$ cat src/rtl/ctrl_pkg.sv
// Shared types and constants for the instruction sequencing controller.
// Holds the state encoding, opcode/ALU codes, instr field positions and per-state drive helpers.
package ctrl_pkg;

    typedef enum logic [2:0] {
        S_WAIT   = 3'd0,
        S_LOAD_A = 3'd1,
        S_LOAD_B = 3'd2,
        S_EXEC   = 3'd3,
        S_WB     = 3'd4,
        S_ERR    = 3'd5
    } state_e;

    localparam logic [3:0] OP_MOVI = 4'd0;
    localparam logic [3:0] OP_ALUR = 4'd1;
    localparam logic [3:0] OP_ALUI = 4'd2;
    localparam logic [3:0] OP_CMP  = 4'd3;

    localparam logic [2:0] ALU_ADD = 3'b000;
    localparam logic [2:0] ALU_SUB = 3'b001;
    localparam logic [2:0] ALU_AND = 3'b010;
    localparam logic [2:0] ALU_OR  = 3'b011;
    localparam logic [2:0] ALU_XOR = 3'b100;

    localparam int OPC_MSB = 31;
    localparam int OPC_LSB = 28;
    localparam int ALU_MSB = 27;
    localparam int ALU_LSB = 25;
    localparam int SH_MSB  = 24;
    localparam int SH_LSB  = 23;
    localparam int RN_MSB  = 19;
    localparam int RN_LSB  = 16;
    localparam int RD_MSB  = 15;
    localparam int RD_LSB  = 12;
    localparam int RM_MSB  = 3;
    localparam int RM_LSB  = 0;

    typedef struct packed {
        logic [3:0] opcode;
        logic [2:0] alu_op;
        logic [1:0] shift_op;
        logic [3:0] rn;
        logic [3:0] rd;
        logic [3:0] rm;
        logic       legal;
    } fields_t;

    typedef struct packed {
        logic       waiting;
        logic       done;
        logic       err;
        logic       wb_sel;
        logic [3:0] w_addr;
        logic       w_en;
        logic [3:0] r_addr;
        logic       en_a;
        logic       en_b;
        logic [1:0] shift_op;
        logic       sel_a;
        logic       sel_b;
        logic [2:0] alu_op;
        logic       en_c;
        logic       en_status;
    } drive_t;

    function automatic drive_t drive_wait();
        drive_t d;
        d = '0;
        d.waiting = 1'b1;
        return d;
    endfunction

    function automatic drive_t drive_err();
        drive_t d;
        d = '0;
        d.err = 1'b1;
        return d;
    endfunction

    function automatic drive_t drive_load_a(logic [3:0] rn);
        drive_t d;
        d = '0;
        d.r_addr = rn;
        d.en_a   = 1'b1;
        return d;
    endfunction

    function automatic drive_t drive_load_b(logic [3:0] rm);
        drive_t d;
        d = '0;
        d.r_addr = rm;
        d.en_b   = 1'b1;
        return d;
    endfunction

    // MOVI runs as 0 + imm12: A mux picks zero, B mux picks the immediate, ALU adds.
    function automatic drive_t drive_exec(fields_t f);
        drive_t d;
        d = '0;
        d.en_c     = 1'b1;
        d.shift_op = f.shift_op;
        if (f.opcode == OP_MOVI) begin
            d.alu_op = ALU_ADD;
            d.sel_a  = 1'b1;
            d.sel_b  = 1'b1;
        end else begin
            d.alu_op = f.alu_op;
            d.sel_b  = (f.opcode == OP_ALUI);
        end
        d.en_status = (f.opcode == OP_CMP) || (f.opcode == OP_ALUR);
        d.done      = (f.opcode == OP_CMP);
        return d;
    endfunction

    function automatic drive_t drive_wb(logic [3:0] rd);
        drive_t d;
        d = '0;
        d.w_en   = 1'b1;
        d.w_addr = rd;
        d.wb_sel = 1'b0;
        d.done   = 1'b1;
        return d;
    endfunction

endpackage

$ cat src/rtl/controller_if.sv
// Handshake and datapath-drive bundle between the controller and its environment.
interface controller_if;
    logic        start;
    logic [31:0] instr;
    logic        status_in;

    logic        wb_sel;
    logic [3:0]  w_addr;
    logic        w_en;
    logic [3:0]  r_addr;
    logic        en_A;
    logic        en_B;
    logic [1:0]  shift_op;
    logic        sel_A;
    logic        sel_B;
    logic [2:0]  ALU_op;
    logic        en_C;
    logic        en_status;
    logic        waiting;
    logic        done;
    logic        err;
    logic        z_out;

    modport master (
        output start, instr, status_in,
        input  wb_sel, w_addr, w_en, r_addr, en_A, en_B, shift_op, sel_A, sel_B,
               ALU_op, en_C, en_status, waiting, done, err, z_out
    );

    modport slave (
        input  start, instr, status_in,
        output wb_sel, w_addr, w_en, r_addr, en_A, en_B, shift_op, sel_A, sel_B,
               ALU_op, en_C, en_status, waiting, done, err, z_out
    );
endinterface

$ cat src/rtl/ctrl_decode.sv
// Combinational split of a 32-bit instruction word into fields plus an opcode legality flag.
module ctrl_decode
    import ctrl_pkg::*;
(
    input  logic [31:0] ir,
    output fields_t     fld
);
    // Bits 22:20 are reserved and imm12 beyond Rm goes to the datapath directly.
    logic unused_bits;
    assign unused_bits = ^{ir[22:20], ir[11:4]};

    always_comb begin
        fld          = '0;
        fld.opcode   = ir[OPC_MSB:OPC_LSB];
        fld.alu_op   = ir[ALU_MSB:ALU_LSB];
        fld.shift_op = ir[SH_MSB:SH_LSB];
        fld.rn       = ir[RN_MSB:RN_LSB];
        fld.rd       = ir[RD_MSB:RD_LSB];
        fld.rm       = ir[RM_MSB:RM_LSB];
        fld.legal    = (fld.opcode <= OP_CMP);
    end
endmodule

$ cat src/rtl/controller.sv
// Multi-cycle sequencer for a register-file/ALU datapath; outputs are registered alongside state.
module controller
    import ctrl_pkg::*;
(
    input  logic clk,
    input  logic rst,
    controller_if.slave bus
);
    state_e      state;
    logic [31:0] ir;
    logic [31:0] dec_src;
    fields_t     fld;
    drive_t      drv;

    // In WAIT the decode looks at live instr so the first state's drive is ready on the capture edge.
    assign dec_src = (state == S_WAIT) ? bus.instr : ir;

    ctrl_decode u_decode (
        .ir  (dec_src),
        .fld (fld)
    );

    always_ff @(posedge clk or posedge rst) begin
        if (rst) begin
            state <= S_WAIT;
            ir    <= '0;
            drv   <= drive_wait();
        end else begin
            case (state)
                S_WAIT: begin
                    if (bus.start) begin
                        ir <= bus.instr;
                        if (!fld.legal) begin
                            state <= S_ERR;
                            drv   <= drive_err();
                        end else if (fld.opcode == OP_MOVI) begin
                            state <= S_EXEC;
                            drv   <= drive_exec(fld);
                        end else begin
                            state <= S_LOAD_A;
                            drv   <= drive_load_a(fld.rn);
                        end
                    end else begin
                        drv <= drive_wait();
                    end
                end
                S_LOAD_A: begin
                    if (fld.opcode == OP_ALUI) begin
                        state <= S_EXEC;
                        drv   <= drive_exec(fld);
                    end else begin
                        state <= S_LOAD_B;
                        drv   <= drive_load_b(fld.rm);
                    end
                end
                S_LOAD_B: begin
                    state <= S_EXEC;
                    drv   <= drive_exec(fld);
                end
                S_EXEC: begin
                    if (fld.opcode == OP_CMP) begin
                        state <= S_WAIT;
                        drv   <= drive_wait();
                    end else begin
                        state <= S_WB;
                        drv   <= drive_wb(fld.rd);
                    end
                end
                default: begin
                    state <= S_WAIT;
                    drv   <= drive_wait();
                end
            endcase
        end
    end

    assign bus.wb_sel    = drv.wb_sel;
    assign bus.w_addr    = drv.w_addr;
    assign bus.w_en      = drv.w_en;
    assign bus.r_addr    = drv.r_addr;
    assign bus.en_A      = drv.en_a;
    assign bus.en_B      = drv.en_b;
    assign bus.shift_op  = drv.shift_op;
    assign bus.sel_A     = drv.sel_a;
    assign bus.sel_B     = drv.sel_b;
    assign bus.ALU_op    = drv.alu_op;
    assign bus.en_C      = drv.en_c;
    assign bus.en_status = drv.en_status;
    assign bus.waiting   = drv.waiting;
    assign bus.done      = drv.done;
    assign bus.err       = drv.err;
    assign bus.z_out     = bus.status_in;
endmodule

$ cat src/flat_wrapper.sv
// flat-port wrapper written by rule: the top's interface ports become plain ports
module controller_flat import ctrl_pkg::*;
  (clk, rst, bus_start, bus_instr, bus_status_in, bus_wb_sel, bus_w_addr, bus_w_en, bus_r_addr, bus_en_A, bus_en_B, bus_shift_op, bus_sel_A, bus_sel_B, bus_ALU_op, bus_en_C, bus_en_status, bus_waiting, bus_done, bus_err, bus_z_out);
  controller_if bus_i ();
  input  logic clk;
  input  logic rst;
  input wire logic [$bits(bus_i.start)-1:0] bus_start;
  input wire logic [$bits(bus_i.instr)-1:0] bus_instr;
  input wire logic [$bits(bus_i.status_in)-1:0] bus_status_in;
  output wire logic [$bits(bus_i.wb_sel)-1:0] bus_wb_sel;
  output wire logic [$bits(bus_i.w_addr)-1:0] bus_w_addr;
  output wire logic [$bits(bus_i.w_en)-1:0] bus_w_en;
  output wire logic [$bits(bus_i.r_addr)-1:0] bus_r_addr;
  output wire logic [$bits(bus_i.en_A)-1:0] bus_en_A;
  output wire logic [$bits(bus_i.en_B)-1:0] bus_en_B;
  output wire logic [$bits(bus_i.shift_op)-1:0] bus_shift_op;
  output wire logic [$bits(bus_i.sel_A)-1:0] bus_sel_A;
  output wire logic [$bits(bus_i.sel_B)-1:0] bus_sel_B;
  output wire logic [$bits(bus_i.ALU_op)-1:0] bus_ALU_op;
  output wire logic [$bits(bus_i.en_C)-1:0] bus_en_C;
  output wire logic [$bits(bus_i.en_status)-1:0] bus_en_status;
  output wire logic [$bits(bus_i.waiting)-1:0] bus_waiting;
  output wire logic [$bits(bus_i.done)-1:0] bus_done;
  output wire logic [$bits(bus_i.err)-1:0] bus_err;
  output wire logic [$bits(bus_i.z_out)-1:0] bus_z_out;
  assign bus_i.start = bus_start;
  assign bus_i.instr = bus_instr;
  assign bus_i.status_in = bus_status_in;
  assign bus_wb_sel = bus_i.wb_sel;
  assign bus_w_addr = bus_i.w_addr;
  assign bus_w_en = bus_i.w_en;
  assign bus_r_addr = bus_i.r_addr;
  assign bus_en_A = bus_i.en_A;
  assign bus_en_B = bus_i.en_B;
  assign bus_shift_op = bus_i.shift_op;
  assign bus_sel_A = bus_i.sel_A;
  assign bus_sel_B = bus_i.sel_B;
  assign bus_ALU_op = bus_i.ALU_op;
  assign bus_en_C = bus_i.en_C;
  assign bus_en_status = bus_i.en_status;
  assign bus_waiting = bus_i.waiting;
  assign bus_done = bus_i.done;
  assign bus_err = bus_i.err;
  assign bus_z_out = bus_i.z_out;
  controller u_core (.clk(clk), .rst(rst), .bus(bus_i));
endmodule
$ cat config.mk
export PLATFORM = sky130hd
export DESIGN_NAME = controller_flat
export DESIGN_NICKNAME = d
export VERILOG_FILES = /design/src/rtl/ctrl_pkg.sv /design/src/rtl/controller_if.sv /design/src/rtl/ctrl_decode.sv /design/src/rtl/controller.sv /design/src/flat_wrapper.sv
export SDC_FILE = /design/constraint.sdc
export NUM_CORES = 1
export LEC_CHECK = 0
export ABC_AREA = 1
export ABC_CLOCK_PERIOD_IN_PS = 3300
export CAP_MARGIN = 20
export CORE_MARGIN = 10
export CORE_UTILIZATION = 49
export CTS_BUF_LIST = sky130_fd_sc_hd__clkbuf_4 sky130_fd_sc_hd__clkbuf_8 sky130_fd_sc_hd__clkbuf_16
export DETAILED_ROUTE_END_ITERATION = 6
export PLACE_DENSITY_LB_ADDON = 0.1
export SLEW_MARGIN = 0
export SYNTH_ARGS = -nofsm -noshare
export SYNTH_HDL_FRONTEND = slang
export SYNTH_SLANG_ARGS = --single-unit
$ cat constraint.sdc
create_clock -name clk -period 3.3 [get_ports clk]
set_input_delay 0.33 -clock clk [delete_from_list [all_inputs] [get_ports clk]]
set_output_delay 0.33 -clock clk [all_outputs]
set_load 0.05 [all_outputs]
# Word-level counts from Yosys, hierarchy flattened
# Index checks and enable logic that the tools add are counted.
# totals
regBits	59
input_bits	36
out_inout_bits	25
wordCells	45
# op_classes
order_cmp	1
eq_ne	7
muxes	16
reduce_logical	4
# op_table
operator	count
$pmux W24 S4	1
$mux W24	3
$mux W23	2
$mux W32	1
$mux W3	4
$pmux W3 S4	1
$eq A4 B2 Y1 const B	2
$eq A3 B2 Y1 const B	2
$eq A4 B1 Y1 const B	1
$le A4 B2 Y1 const B	1
$logic_not A4 Y1	1
$mux W4	1
$eq A3 B1 Y1 const B	1
$logic_not A3 Y1	1
$mux W1	2
$mux W2	1
$ne A2 B2 Y1 const B	1
$reduce_and A2 Y1	1
$logic_or A1 B1 Y1	1

# Depth between registers and ports, before layout
# logic_depth
word_depth	8
ltp_mapped	10
mapped_depth_nobuf	10

# By module
# From an unflattened synthesis, not the netlist that was laid out.
# unflattened
cells_unflattened	338
area_unflattened_um2	2768.9
# by_module_without_submodules
module	n_inst	cells_per_inst	area_each_um2	seq_area_each_um2
controller	1	316	2607.5	1452.6
ctrl_decode	1	22	161.4	0.0

# Least setup slack after synthesis
# OpenSTA, ideal clock, no wires.
# synth_path
kind	register -> register
start	register u_core.state[1]
end	register u_core.drv (netlist bit u_core.bus.r_addr[1])
setup_ns	0.122
arrival_time_ns	1.204
required_ns	3.178
setup_slack_ns	1.974
path_stages_with_launch	10
n_path_buf	1
synth_period_minus_slack_ns	1.326
path_cell_list	dfrtp_1 > nor2_4 > buf_4 > nand3_2 > nand2_4 > nand3_4 > nand2_2 > inv_2 > nand2_1 > o21ai_1
# synth_via
elab_chain_cells	7
word_cells_on_any_way	13
cone_classes	order compare (1); eq/ne (4); mux (6); reduce/logical (2)
# synth_rtl
item	line	source
start, declared	controller.sv:9	state_e state;
start signal, assigned	controller.sv:25	state <= S_WAIT;
start signal, assigned	controller.sv:34	state <= S_ERR;
start signal, assigned	controller.sv:37	state <= S_EXEC;
parallel branches: the longest is 6 deep, another holds $le A4 B2 Y1	n/a	
$pmux W24 S4 *	controller.sv:29	case (state)
end signal, assigned	controller.sv:35	drv <= drive_err();
end signal, assigned	controller.sv:38	drv <= drive_exec(fld);
end signal, assigned	controller.sv:41	drv <= drive_load_a(fld.rn);
end, declared	controller.sv:13	drive_t drv;
# Every way passes the cells marked *.
# A chain may end at the register's enable or synchronous reset.

# Worst setup path in the final report
# layout_path
start	register u_core.state[0]
end	register u_core.drv (netlist bit u_core.bus.sel_B)
# layout_via
elab_chain_cells	7
word_cells_on_any_way	14
cone_classes	order compare (1); eq/ne (4); mux (7); reduce/logical (2)
# layout_rtl
item	line
parallel branches: the longest is 6 deep, another holds $le A4 B2 Y1	n/a
$pmux W24 S4 *	controller.sv:29
# Marked as above.

==> results.cfg <==
[status]
status = finished, final reports clean

[routing]
ant_nets = 0
wl_um = 4220
drc = 0
drt-wirelength-per-cell_um = 13.1
dr.pass1.iters = 5
drtIter0Drc = 175
vias = 1590
via_per_inst = 4.94

[critical_path]
startpoint = u_core.state[0]$_DFFE_PP0N_
worst_ep_arrival_time_ns = 2.27
startpoint_type = flop
reg2reg_depth = 7
regToRegEndpoint = u_core.bus.sel_B$_DFF_PP0_
r2r_slack_ns = 1.24
crit_required_ns = 3.51
worstSetupPathType = reg -> reg
crit_path_end_kind = flop
crit_path_max_fanout = 21
reg2reg_from = u_core.state[0]$_DFFE_PP0N_
critPathCapture = u_core.bus.sel_B$_DFF_PP0_

[sta]
drv_slew = 0
fin_crit_sh = 0.625
grt_setup_unrepaired = false
fmax_mhz = 485
skew_ns = 0.00633
slew_headroom = 0.518
layout_min_cycle_time_ns = 2.06
setup_viol = 0
hold_viol_final = 0
worstMarginPinSlew_ns = 0.718
tns_ns = 0
hold_ws_ns = 0.380

[yosys]
synthSimpleGateAreaFrac = 0.256
avgSynthCellArea_um2 = 8.79
synth.most_common_cell = nand2_1
yosysTopAreaCellShare = 0.544
synthesis.area_mm2 = 0.00198
yosysSeqAreaShare = 0.558
ys_types = 26
synth_fa_ha_area_frac = 0
synth.area.mux_share = 0.00506
async_flop_share = 1.00
syn_inst = 225
synthFlopType = dfrtp_1
synth_edf_count = 0
synth_top_family_by_area = simple AND/OR/NAND/NOR gates
synthXorXnorAreaFrac = 0
synth-compound-area-share = 0.0937
ys_ff_latch = 44
synthesis.nets = 261
yosys.area.top_type = dfrtp_1
ys_warn_count = 0
synthTopCellsByCount = 66 x nand2_1, 43 x dfrtp_1, 23 x inv_1
synth_area_leaders = dfrtp_1 54%, nand2_1 13%, o21ai_0 5.3%

[job]
cap_violations = 0

[placement]
dp_hpwl_um = 3150
gp_congestion = 0.837
portBuffers = 46

[cells_and_area]
drive_gt1_frac = 0.114
area_growth_pct = 28.3
antenna_cells = 0
nets = 307

[cts]
cts-resized-gates = 0
clk_path_buf_depth = 2
cts_hold_buf = 0
cts_htree_levels = 2
numClockSinks = 44
cts_buffers = 5
post-cts-setup-buffers = 0
clock_latency_ns = 0.29
cts_tree = yes
clk_pin_slew_ns = 0.08
clock_tree.root_cell = clkbuf_8

[die]
dieArea_mm2 = 0.00697
rows = 23
fp.dieW_um = 83.5
die_y_um = 83.5
core_area_mm2 = 0.00394
io_pins = 61
start_util = 0.501

[grt]
grt_usage = 0.119
antenna_found_initial = 0
grt_max_degree = 29
grt-ovfl-total = 0
grt_first_pass_wirelength_um = 7020
grt_pass1_vias = 1491

[power_and_ir_drop]
leakagePower_nw = 1.26
ir_drop_uv = 413
p_per_area_mw_per_mm2 = 958

[worst_hold_path]
min_path_type = in -> async
## sequential cells by signal (all words and copies together), names as in the netlist, 2 cells and up
name	flops
u_core.ir	18
u_core.bus.r_addr	4
u_core.bus.w_addr	4
u_core.bus.ALU_op	3
u_core.state	3
u_core.bus.shift_op	2
## stage by stage
| stage | setup slack (ns) | instance area, um^2 | util | cells | power, mW |
|---|---|---|---|---|---|
| 2_1_floorplan | 1.94 | 1980 | - | 225 | 1.80 |
| 3_5_place_dp | 1.26 | 2450 | 0.621 | 314 | 2.10 |
| 5_1_grt | 1.05 | 2540 | 0.643 | 322 | 2.60 |
| 4_1_cts | 1.24 | 2540 | 0.643 | 322 | 2.44 |
| 3_3_place_gp | 1.28 | 2450 | 0.621 | 314 | 2.08 |
| 6_report | 1.24 | 2540 | 0.643 | 322 | 2.43 |
## kinds of logic after synthesis
group,after synthesis
mux,1
other cells,1
simple gates,107
compound gates,36
buf+inv,36
flops,44
## critical path, cell delays in order (launching register included)
cell      delay, ns
dfrtp_1        0.45
nor2_4         0.28
nand2_2        0.32
inv_1          0.35
nand2_2        0.08
inv_1          0.27
nand2_1        0.13
o211ai_1       0.09
## report_power, final
| group | switching (mW) | internal (mW) | leakage (nW) |
|---|---|---|---|
| Sequential | 0.0946 | 0.745 | 0.573 |
| Clock | 0.169 | 0.165 | 0.0491 |
| Combinational | 0.875 | 0.381 | 0.636 |
## worst min path at each step
| stage | slack, ns | from | cells after the start | to |
|---|---|---|---|---|
| floorplan | 0.44 | bus_instr[13] | 2 | u_core.ir[13]$_DFFE_PP0P_ |
| global placement | 0.46 | u_core.ir[14]$_DFFE_PP0P_ | 2 | u_core.ir[14]$_DFFE_PP0P_ |
| detailed placement | 0.47 | u_core.ir[15]$_DFFE_PP0P_ | 2 | u_core.ir[15]$_DFFE_PP0P_ |
| CTS | 0.39 | rst | 2 | u_core.bus.r_addr[2]$_DFF_PP0_ |
| global route | 0.44 | rst | 2 | u_core.bus.r_addr[2]$_DFF_PP0_ |
| finish | 0.38 | rst | 2 | u_core.bus.en_B$_DFF_PP0_ |
## final cells by class
class	instances	area, um^2
fillers	350	1410
flip-flops and latches	44	1100
multi-input cells	145	706
repair buffers	48	475
inverters	27	101
clock buffers	7	83.8
well taps	50	62.6
clock inverters	1	5.00
## cell usage in the layout (no fill, tap or decap), types with 2 or more instances in the layout
| master | count |
|---|---|
| a21oi_1 | 9 |
| buf_4 | 2 |
| clkbuf_4 | 2 |
| clkbuf_8 | 5 |
| clkdlybuf4s50_1 | 46 |
| dfrtp_1 | 43 |
| inv_1 | 22 |
| inv_2 | 4 |
| nand2_1 | 66 |
| nand2_2 | 8 |
| nand2_4 | 2 |
| nand3_1 | 11 |
| nand3_2 | 3 |
| nand4_1 | 5 |
| nor2_1 | 8 |
| o21ai_0 | 21 |
| o21ai_1 | 4 |
## per-layer routing
layer,wire (um),vias up,track usage,share of wire
met5,0,-,0,0
met4,31,0,0.0320,0.0073
met3,367,4,0.0488,0.087
met2,1930,55,0.180,0.46
met1,1900,733,0.154,0.45
li1,-,798,-,-
(Power assumes the default switching activity.)
